$ cat src/rtl/dec_scan_n.sv
// Registered N-to-2^N one-hot decoder with an index register that can be loaded
// directly, auto-scanned through a prescaler, or swept once with busy/done handshake.
module dec_scan_n #(
   parameter int N          = 2,
   parameter int DIV        = 4,
   parameter bit ACTIVE_LOW = 1'b0
) (
   input  logic            clk,
   input  logic            rst,
   input  logic            e,
   input  logic [N-1:0]    i,
   input  logic [1:0]      mode,
   input  logic            dir,
   input  logic            start,
   output logic [2**N-1:0] y,
   output logic [N-1:0]    idx,
   output logic            busy,
   output logic            done
);

   localparam int W  = 2**N;
   localparam int PW = (DIV > 1) ? $clog2(DIV) : 1;
   localparam logic [N-1:0]  LAST     = {N{1'b1}};
   localparam logic [PW-1:0] PMAX     = PW'(DIV - 1);
   localparam logic [W-1:0]  INACTIVE = {W{ACTIVE_LOW}};

   typedef enum logic {IDLE, SWEEP} state_t;

   state_t        state_q, state_d;
   logic [N-1:0]  idx_q, idx_d;
   logic [PW-1:0] pre_q, pre_d;
   logic          dir_q, dir_d;
   logic          done_q, done_d;
   logic [W-1:0]  y_q, y_d;

   logic          tick;
   logic [PW-1:0] preNext;
   logic [N-1:0]  sweepLast;
   logic [N-1:0]  sweepStep;

   always_ff @(posedge clk or posedge rst) begin
      if (rst) begin
         state_q <= IDLE;
         idx_q   <= '0;
         pre_q   <= '0;
         dir_q   <= 1'b0;
         done_q  <= 1'b0;
         y_q     <= INACTIVE;
      end else begin
         state_q <= state_d;
         idx_q   <= idx_d;
         pre_q   <= pre_d;
         dir_q   <= dir_d;
         done_q  <= done_d;
         y_q     <= y_d;
      end
   end

   // With e low everything holds; done is a pulse, so it is never held over.
   always_comb begin
      state_d   = state_q;
      idx_d     = idx_q;
      pre_d     = pre_q;
      dir_d     = dir_q;
      done_d    = 1'b0;
      tick      = (pre_q == PMAX);
      preNext   = tick ? '0 : pre_q + PW'(1);
      sweepLast = dir_q ? '0 : LAST;
      sweepStep = dir_q ? idx_q - N'(1) : idx_q + N'(1);
      if (e) begin
         if (mode != 2'b10) begin
            state_d = IDLE;
         end
         unique case (mode)
            2'b00: begin
               idx_d = i;
               pre_d = '0;
            end
            2'b01: begin
               pre_d = preNext;
               if (tick) begin
                  idx_d = dir ? idx_q - N'(1) : idx_q + N'(1);
               end
            end
            2'b10: begin
               if (state_q == IDLE) begin
                  if (start) begin
                     state_d = SWEEP;
                     idx_d   = dir ? LAST : '0;
                     dir_d   = dir;
                     pre_d   = '0;
                  end
               end else begin
                  pre_d = preNext;
                  if (tick) begin
                     if (idx_q == sweepLast) begin
                        state_d = IDLE;
                        done_d  = 1'b1;
                     end else begin
                        idx_d = sweepStep;
                     end
                  end
               end
            end
            default: begin
               pre_d = '0;
            end
         endcase
      end
      y_d = e ? ((W'(1) << idx_d) ^ INACTIVE) : INACTIVE;
   end

   assign y    = y_q;
   assign idx  = idx_q;
   assign busy = (state_q == SWEEP);
   assign done = done_q;

endmodule

$ cat config.mk
export PLATFORM = sky130hd
export DESIGN_NAME = dec_scan_n
export DESIGN_NICKNAME = d
export VERILOG_FILES = /design/src/rtl/dec_scan_n.sv
export SDC_FILE = /design/constraint.sdc
export NUM_CORES = 1
export LEC_CHECK = 0
export BUFFER_PORTS_ARGS = -buffer_cell sky130_fd_sc_hd__buf_4
export CORE_UTILIZATION = 45
export DETAILED_ROUTE_END_ITERATION = 12
export PLACE_DENSITY = 0.68
export SYNTH_ARGS = -nofsm -noshare
export SYNTH_HDL_FRONTEND = slang
export SYNTH_SLANG_ARGS = --single-unit
$ cat constraint.sdc
create_clock -name clk -period 2.2 [get_ports clk]
set_clock_uncertainty 0.15 [all_clocks]
set_input_delay 0 -clock clk [delete_from_list [all_inputs] [get_ports clk]]
set_output_delay 0 -clock clk [all_outputs]
set_load 0.05 [all_outputs]
-- Word-level counts from Yosys, hierarchy flattened
Index checks and enable logic that the tools add are counted.
- register bits after elaboration: 11
- input port bits: 9
- output and inout port bits: 8
- logic and storage cells: 47
- add/subtract/negate cells: 3
- equality and inequality tests: 6
- shifts and indexed selects: 1
- mux-type cells: 27
- bitwise gates (word level): 1
- reduce and logical (&&, ||, !) cells: 3
- operator list (cell ; number):
    $mux 2 ; 13
    $mux 1 ; 11
    $pmux 2 s3 ; 1
    $add 2x1->2 const B ; 2
    $eq 2x2->1 const B ; 2
    $mux 4 ; 1
    $pmux 2 s2 ; 1
    $reduce_and 4->1 ; 1
    $shl 1x2->4 const A ; 1
    $ne 3x3->1 const B ; 1
    $eq 2x1->1 const B ; 1
    $eq 2x2->1 ; 1
    $logic_not 2->1 ; 1
    $ne 2x2->1 const B ; 1
    $reduce_and 2->1 ; 1
    $sub 2x1->2 const B ; 1
    $not 1->1 ; 1

-- Depth between registers and ports, before layout
Gate-level depths: netlist of the first run.
- depth in word-level cells: 9
- depth in mapped cells: 7
- depth with buffers taken out: 7

-- Worst setup path after synthesis of the first run
Ideal clock, no wire load.
- path type: flip-flop to flip-flop
- start point: register idx_q[0], in the netlist idx[0]
- end point: register y_q[2], in the netlist y[2]
- library setup time: 120 ps
- data arrival time: 1690 ps
- required time: 1930 ps
- setup slack: 240 ps
- stages on the path, launching flop included: 8
- clock period less this slack: 1960 ps
- cells stage by stage: dfrtp_1 -> buf_6 -> xor2_1 -> nand2_1 -> mux2i_1 -> o32ai_2 -> inv_2 -> and3_1
- word-level cells in the longest chain between the ends: 9
- ends and longest elaborated chain (item ; RTL line ; text):
    start: declaration ; 30 ; logic [N-1:0] idx_q, idx_d;
    start signal: assignment ; 51 ; idx_q <= idx_d;
    $add 2x1->2 or $sub 2x1->2 (tied branches) ; 69, 82 ;
    $mux 2 ; 69 ; sweepStep = dir_q ? idx_q - N'(1) : idx_q + N'(1);
    $mux 2 ; 96 ; if (idx_q == sweepLast) begin
    $mux 2 ; 95 ; if (tick) begin
    $mux 2 ; 86 ; if (state_q == IDLE) begin
    $pmux 2 s3 (*) ; 74 ; unique case (mode)
    $mux 2 (*) ; 70 ; if (e) begin
    net idx_d[1] ; 30 ;
    $shl 1x2->4 (*) ; 110 ; y_d = e ? ((W'(1) << idx_d) ^ INACTIVE) : INACTIVE;
    $mux 4 (*) ; 110 ;
    net y_d[2] ; 34 ; logic [W-1:0] y_q, y_d;
    end signal: assignment ; 55 ; y_q <= y_d;
    end: declaration ; 34 ;
The timed path passes the listed nets; every way through them passes the cells marked *.
A chain may end at the register's enable or synchronous reset.

-- Worst setup path after layout of the first run
- start point: register idx_q[0], in the netlist idx[0]
- end point: register state_q, in the netlist busy
- word-level cells in the longest chain between the ends: 5
- ends and longest elaborated chain (item ; RTL line ; text):
    $eq 2x2->1 ; 96 ;
    $mux 1 ; 96 ;
    $mux 1 ; 95 ;
    $mux 1 ; 86 ;
    $mux 1 ; 74 ;
    end signal: assignment ; 50 ; state_q <= state_d;
    end: declaration ; 29 ; state_t state_q, state_d;
No other way between the ends.

==> results_dict.tcl, run 1 <==
set metrics [dict create \
    crit_path_start_kind "flop" \
    rsz0062_at_grt "false" \
    ys_ff_latch 11 \
    synth_compound_area_share_pct 23.7 \
    drc 0 \
    wl_per_cell_um 13.3 \
    io_buffers 16 \
    cts_setup_buffers 0 \
    synth-simple-area-share_pct 20.3 \
    muxShareOfSynthArea_pct 1.34 \
    drtAntennaViolNets 0 \
    cp-end-kind "flop" \
    grt_overflow_total 0 \
    synth_area_um2 746 \
    die_area_um2 1820 \
    layout.cells.non_filler 118 \
    hold_path.class "in2reg" \
    drt_iter0_drc 14 \
    critical_path.cell_chain "or3_1 > o21ai_1 > a31o_1 > a21oi_1 > dlygate4sd3_1" \
    finalSetupTns_ps 0 \
    ys_warn_count 0 \
    path_clk_slew_ps 70 \
    layout_commonest_cell "buf_4" \
    numCtsBuffers 3 \
    critPathSlowestCell "dlygate4sd3_1" \
    setup_viol_count_final 0 \
    max_freq_mhz 494 \
    tritoncts "built" \
    crit_type "reg2reg" \
    synth_area_per_cell_um2 9.44 \
    boundaryPins 17 \
    cts_buffer_depth 2 \
    synth_cells 79 \
    via_count 648 \
    clk_latency_ps 260 \
    grt_pass1_wl_um 2790 \
    p_leak_nw 0.465 \
    max_slew_margin_pct 71.4 \
    yosysUniqueCellTypes 31 \
    layout.cells.most_common_list "17 x buf_4, 11 x dfrtp_1, 10 x nand2_1" \
    crit_required_ps 2200 \
    synth_xor_area_share_pct 1.17 \
    drive_gt1_share_pct 27.5 \
    slowest_delay_ps 550 \
    dp.cells 109 \
    dp_hpwl_um 1210 \
    gp_congestion 0.876 \
    cp_max_fo 11 \
    grt_max_degree 12 \
    status "completed" \
    finalCritPeriodShare_pct 92.0 \
    finalHoldViolCount 0 \
    ys_seq_area_share_pct 36.9 \
    syn2layout_area_growth_pct 26.3 \
    postCtsHoldBufs 5 \
    first_global_vias 651 \
    cts_max_level 1 \
    dr.pass1.iters 4 \
    worst_slew_pin_slew_ps 428 \
    synth_fa_ha_area_share_pct 8.39 \
    routed_wl_um 1570 \
    fin_crit_ps 2020 \
    cts_root_buf "clkbuf_4" \
    cp.arrival_ps 2030 \
    synth_top_family_by_area "compound AO/OA/AOI/OAI gates" \
    cts_sinks 11 \
    n_antenna_cell 0 \
    initial_core_util_pct 48.9 \
    finalNetCount 117 \
    p_total_mw 0.597 \
    syn_nets 93 \
    maxCapViolations 0 \
    cts_resized 0 \
    via_per_inst 5.49 \
    maxSlewViolCount 0 \
    powerDensity_nw_per_um2 634 \
    grt_use_total_pct 20.4 \
    vdd_ir_drop_max_uv 415 \
    antenna_found_initial 0 \
    rows 14 \
    chipWidth_um 42.7 \
    dieHeight_um 42.7 \
    core_area_um2 1520 \
]
==> worst max-delay path: cells and delay by family, from the launching register on <==
kind | cells | cell delay [ps]
buffers and inverters | 1 | 550
flip-flops | 1 | 510
AND/OR/NAND/NOR | 1 | 390
AO/OA/AOI/OAI | 3 | 320
==> metal layers <==
layer  routed length (µm)  global-route usage (%)  up-vias
met5                    0                       0        -
met4                   41                    6.25        0
li1                     -                       -      319
met1                  646                    24.5      302
met2                  812                    34.2       23
met3                   70                    6.81        4
==> power breakdown <==
part | leakage (nW) | internal [mW] | total [mW] | switching (mW)
combinational | 0.305 | 0.0842 | 0.212 | 0.128
sequential | 0.144 | 0.223 | 0.251 | 0.0280
clock | 0.0150 | 0.0701 | 0.134 | 0.0635
total | 0.465 | 0.378 | 0.597 | 0.219
==> kinds of logic (layout without fill, tap and decap cells) <==
group / Yosys count / after routing
AOI/OAI and AO/OA: 22 / 22
xor gates and xnor gates: 1 / 1
adders and majority gates: 5 / 5
buffers and inverters: 12 / 35
DFF: 11 / 11
muxes: 1 / 1
and+or+nand+nor: 27 / 27
==> synthesized netlist by cell type <==
master	count	share of area, %
mux2i_1	1	1.3
o21ai_1	3	2.0
o31ai_4	1	2.9
buf_2	1	0.67
nor4b_1	1	1.2
dfrtp_1	11	37
nand2_1	10	5.0
inv_1	8	4.0
a21oi_1	4	2.7
xor2_1	1	1.2
nor2_1	2	1.0
or3_1	1	0.84
nor3_2	1	1.3
o32ai_2	1	2.2
nand2b_4	1	1.8
a21o_1	1	1.0
nor3_1	2	1.3
o21ai_0	3	2.0
a21oi_2	2	2.3
nand2b_1	4	3.4
nor3b_1	1	1.0
a31o_1	1	1.2
buf_6	2	3.0
and3_1	2	1.7
o211ai_1	1	1.0
inv_2	1	0.50
ha_1	5	8.4
a22o_1	3	3.5
a31oi_1	1	0.84
nor2b_1	2	1.7
a2111oi_2	1	2.0
==> per-stage QoR <==
step           area [µm²]  setup slack [ps]  hold WS [ps]  utilization, %
2_1_floorplan         746               240          -298               -
3_3_place_gp          866               299          -138            56.8
3_5_place_dp          866               277          -121            56.8
4_1_cts               942               179          15.7            61.8
5_1_grt               942              60.2          80.5            61.8
6_report              942               176          16.8            61.8
==> sequential cells by signal (all words and copies together) (netlist names) <==
| signal | cells |
|---|---|
| busy | 1 |
| idx | 2 |
| y | 4 |
| done | 1 |
| dir_q | 1 |
| pre_q | 2 |
==> layout make-up <==
class,count,area (µm²)
Inverter,9,33.8
Multi-Input combinational cell,56,409
Tap cell,16,20.0
Timing Repair Buffer,22,178
Sequential cell,11,275
Fill cell,145,582
Clock buffer,4,26.3
==> worst paths after layout <==
| path | from | end | slack (ps) | depth (start not counted) |
|---|---|---|---|---|
| worst max-delay path | idx[0] | busy | 180 | 5 |
| worst max register to register | idx[0] | busy | 180 | 5 |
| max in group asynchronous | rst | pre_q[0] | 1460 | 3 |
| min in group asynchronous | rst | y[0] | 140 | 3 |
| worst min-delay path | start | dir_q | 20 | 5 |
| worst min register to register | pre_q[1] | pre_q[1] | 380 | 1 |
Note: power is estimated with default switching activity, not from simulation.
==> inputs of run 2 (changes only) <==
CORE_UTILIZATION = 50   (was 45)
PLACE_DENSITY = 0.75   (was 0.68)
REMOVE_ABC_BUFFERS = 1   (was unset)
==> run 2 against run 1 <==
Design area fell by 0.93%. Sequential share of layout area grew 0.27 points. Critical path depth stayed put. Sequential power is 2% higher. Hold slack got worse by 3.0 ps. Clock power shrank 3%. Sequential cell count is the same. Via count shrank 4.3%. Core utilization grew 7.3 points. Global-route usage increased by 1.9 points. Setup slack got worse by 47 ps. Die area decreased by 9.5%.
==> results_dict.tcl, run 2 (synthesis gave the netlist of run 1 again) <==
set metrics [dict create \
    syn2layout_area_growth_pct 25.2 \
    vdd_ir_drop_max_uv 437 \
    dr.pass1.iters 3 \
    cts_max_level 1 \
    rsz0062_at_grt "false" \
    routed_wl_um 1520 \
    grt_use_total_pct 22.3 \
    layout.cells.most_common_list "16 x buf_4, 11 x dfrtp_1, 10 x nand2_1" \
    maxCapViolations 0 \
    finalSetupTns_ps 0 \
    fillers 117 \
    tritoncts "built" \
    cts_sinks 11 \
    rows 13 \
    p_leak_nw 0.460 \
    crit_required_ps 2200 \
    cts_buffer_depth 2 \
    setup_viol_count_final 0 \
    cts_setup_buffers 0 \
    drc 0 \
    cts_resized 0 \
    drt_iter0_drc 16 \
    postCtsHoldBufs 5 \
    crit_path_start_kind "flop" \
    via_per_inst 5.34 \
    io_buffers 16 \
    max_slew_margin_pct 73.1 \
    seq_area_um2 275 \
    dp_hpwl_um 1120 \
    initial_core_util_pct 55.2 \
    fin_crit_ps 2070 \
    drive_gt1_share_pct 26.7 \
    cp_max_fo 11 \
    wl_per_cell_um 13.1 \
    first_global_vias 555 \
    powerDensity_nw_per_um2 633 \
    gp_congestion 0.794 \
    grt_pass1_wl_um 2340 \
    max_freq_mhz 483 \
    worst_slew_pin_slew_ps 402 \
    core_area_um2 1350 \
    status "completed" \
    drtAntennaViolNets 0 \
    grt_overflow_total 0 \
    finalNetCount 116 \
    die_area_um2 1650 \
    finalCritPeriodShare_pct 94.2 \
    grt_max_degree 12 \
    path_clk_slew_ps 60 \
    multi_input_area_um2 409 \
    final_util_pct 69.1 \
    cp-end-kind "flop" \
    boundaryPins 17 \
    antenna_found_initial 0 \
    cts_root_buf "clkbuf_4" \
    dieHeight_um 40.6 \
    maxSlewViolCount 0 \
    p_total_mw 0.591 \
    chipWidth_um 40.6 \
    largest_register_ffs 4 \
    numCtsBuffers 3 \
    clk_latency_ps 270 \
    n_antenna_cell 0 \
    finalHoldViolCount 0 \
    layout_commonest_cell "buf_4" \
    hold_path.class "in2reg" \
    via_count 620 \
    crit_type "reg2reg" \
    cp.arrival_ps 2070 \
]
[run 2: changes by cell type in the layout (fill, tap and decap cells not counted), sizes merged]
| cell | previous run | this run |
|---|---|---|
| buf | 17 | 16 |
[run 2: where the power goes]
group / total [mW] / switching, mW / internal [mW] / leakage (nW)
clock: 0.130 / 0.0602 / 0.0700 / 0.0150
sequential: 0.256 / 0.0325 / 0.223 / 0.144
combinational: 0.205 / 0.123 / 0.0817 / 0.300
total: 0.591 / 0.216 / 0.375 / 0.460
[run 2: worst paths after layout]
| check | from | slack (ps) | cells after the start | to |
|---|---|---|---|---|
| max | idx[0] | 130 | 5 | busy |
| min | start | 10 | 5 | dir_q |
| max reg2reg | idx[0] | 130 | 5 | busy |
| min reg2reg | pre_q[1] | 380 | 1 | pre_q[1] |
| max in group asynchronous | rst | 1490 | 3 | pre_q[0] |
| min in group asynchronous | rst | 120 | 3 | y[0] |
[run 2: final cells by class]
cell class | count | area share, %
clock buffers | 4 | 2.82
well taps | 15 | 2.01
multi-input cells | 56 | 43.8
inverters | 9 | 3.62
repair buffers | 21 | 18.2
flip-flops and latches | 11 | 29.5
[run 2: per-layer routing]
| metal | track usage, % | share of wire, % |
|---|---|---|
| met1 | 26.8 | 46 |
| met2 | 38.9 | 50 |
| met3 | 9.78 | 3.7 |
| met4 | 0 | 0 |
| met5 | 0 | 0 |
[run 2: metrics by stage]
stage | hold slack [ps] | instances | setup WS (ps) | cell area, µm²
global placement | -143 | 107 | 314 | 857
detailed placement | -136 | 107 | 294 | 857
global route | 46.0 | 116 | 92.4 | 933
CTS | 10.8 | 116 | 155 | 933
finish | 13.8 | 116 | 128 | 933
floorplan | -298 | 76 | 127 | 718
[run 2: critical path, cell delays in order (launching register included)]
cell           delay (ps)
dfrtp_1               520
or3_1                 390
o21ai_1               110
a31o_1                170
a21oi_1                70
dlygate4sd3_1         560
==> inputs of run 3 (changes only) <==
CORE_ASPECT_RATIO = 0.7   (was unset)
CORE_UTILIZATION = 39   (was 50)
PLACE_DENSITY = 0.61   (was 0.75)
==> run 3 against run 2 <==
Power shrank 0.41%. Core utilization decreased by 13 points. Sequential share of layout area shrank 0.24 points. Critical path depth is the same. Hold slack lost 0.58 ps. Wire length rose by 0.53%. First-iteration DRC count decreased by 56%. Sequential power barely moved. Clock-buffer cell count did not move. Clock power about the same. Global-route usage down 4.2 points. Non-clock buffer count did not move. Critical path type unchanged. Critical endpoint unchanged. Largest cell class unchanged.
==> results_dict.tcl, run 3 (synthesis gave the netlist of run 1 again) <==
set metrics [dict create \
    first_global_vias 553 \
    dp.cells 113 \
    finalNetCount 116 \
    cts_buffer_depth 2 \
    grt_max_degree 12 \
    routed_wl_um 1530 \
    cts_max_level 1 \
    crit_path_start_kind "flop" \
    dr.pass1.iters 4 \
    worst_slew_pin_slew_ps 410 \
    chipWidth_um 54.3 \
    tritoncts "built" \
    p_seq_share_pct 43.4 \
    critical_path.cell_chain "or3_1 > o21ai_1 > a31o_1 > a21oi_1 > dlygate4sd3_1" \
    finalSetupTns_ps 0 \
    p_clk_share_pct 22.2 \
    critPathBufInv 1 \
    critPathSlowestCell "dlygate4sd3_1" \
    setup_viol_count_final 0 \
    dp_hpwl_um 1130 \
    cp.arrival_ps 2030 \
    initial_core_util_pct 44.3 \
    wl_per_cell_um 12.5 \
    crit_required_ps 2200 \
    clk_latency_ps 260 \
    intPower_mw 0.375 \
    p_comb_share_pct 34.4 \
    path_clk_slew_ps 60 \
    grt_use_total_pct 18.1 \
    rows 12 \
    core_area_um2 1680 \
    max_freq_mhz 493 \
    switchingPower_mw 0.213 \
    vdd_ir_drop_max_uv 414 \
    gp_congestion 0.828 \
    fin_crit_ps 2030 \
    grt_overflow_total 0 \
    n_antenna_cell 0 \
    finalHoldViolCount 0 \
    boundaryPins 17 \
    drc 0 \
    slowest_delay_ps 550 \
    powerDensity_nw_per_um2 625 \
    maxCapViolations 0 \
    die_area_um2 2090 \
    drtAntennaViolNets 0 \
    via_count 635 \
    layout.cells.most_common_list "16 x buf_4, 11 x dfrtp_1, 10 x nand2_1" \
    via_per_inst 5.20 \
    cts_sinks 11 \
    cts_root_buf "clkbuf_4" \
    drive_gt1_share_pct 26.7 \
    crit_type "reg2reg" \
    cts_setup_buffers 0 \
    max_slew_margin_pct 72.5 \
    drt_iter0_drc 7 \
    maxSlewViolCount 0 \
    numCtsBuffers 3 \
    cp_max_fo 11 \
    syn2layout_area_growth_pct 26.2 \
    hold_path.class "in2reg" \
    dieHeight_um 38.6 \
    cts_resized 0 \
    cp-end-kind "flop" \
    rsz0062_at_grt "false" \
    io_buffers 16 \
    switching_share_pct 36.3 \
    status "completed" \
    path_delay_family "buffers and inverters" \
    p_leak_nw 0.460 \
    antenna_found_initial 0 \
    layout.cells.non_filler 122 \
    layout_commonest_cell "buf_4" \
    postCtsHoldBufs 5 \
    grt_pass1_wl_um 2530 \
    finalCritPeriodShare_pct 92.2 \
    largest_register_ffs 4 \
]
run 3: power by group through the flow:
stage / Clock, mW / Sequential (mW) / Combinational, mW
floorplan: 0 / 0.302 / 0.0900
global placement: 0 / 0.259 / 0.195
detailed placement: 0 / 0.259 / 0.194
CTS: 0.136 / 0.255 / 0.203
global route: 0.147 / 0.260 / 0.220
finish: 0.131 / 0.255 / 0.202
run 3: layout make-up:
class,count,area [µm²]
Clock buffer,4,26.3
Fill cell,155,741
Inverter,9,33.8
Multi-Input combinational cell,56,409
Sequential cell,11,275
Tap cell,21,26.3
Timing Repair Buffer,21,170
run 3: routing by layer:
layer	global-route usage, %	wire, µm
met1	23.7	741
met2	28.4	721
met3	8.24	63
met4	1.28	0
met5	0	0
run 3: path summary, 6_finish.rpt:
path | start | end | slack, ps | cells past startpoint
min in group asynchronous | rst | done | 120 | 3
hold reg to reg | pre_q[1] | pre_q[1] | 360 | 1
setup / recovery | idx[0] | busy | 170 | 5
max in group asynchronous | rst | y[1] | 1500 | 3
setup reg to reg | idx[0] | busy | 170 | 5
hold / removal | start | dir_q | 10 | 5
run 3: worst reg2reg max path, stage by stage (launching register included):
cell and delay (ps):
dfrtp_1 500, or3_1 390, o21ai_1 110, a31o_1 160
a21oi_1 60, dlygate4sd3_1 550
run 3: through the flow:
| step | power, mW | hold WS [ps] | instance area (µm²) | setup slack [ps] | util, % |
|---|---|---|---|---|---|
| global route | 0.627 | 65.1 | 941 | 77.9 | 56.0 |
| CTS | 0.595 | 7.85 | 941 | 166 | 56.0 |
| finish | 0.588 | 13.2 | 941 | 172 | 56.0 |
| detailed placement | 0.453 | -141 | 865 | 248 | 51.4 |
| floorplan | 0.392 | -298 | 718 | 127 | - |
| global placement | 0.454 | -139 | 865 | 256 | 51.4 |
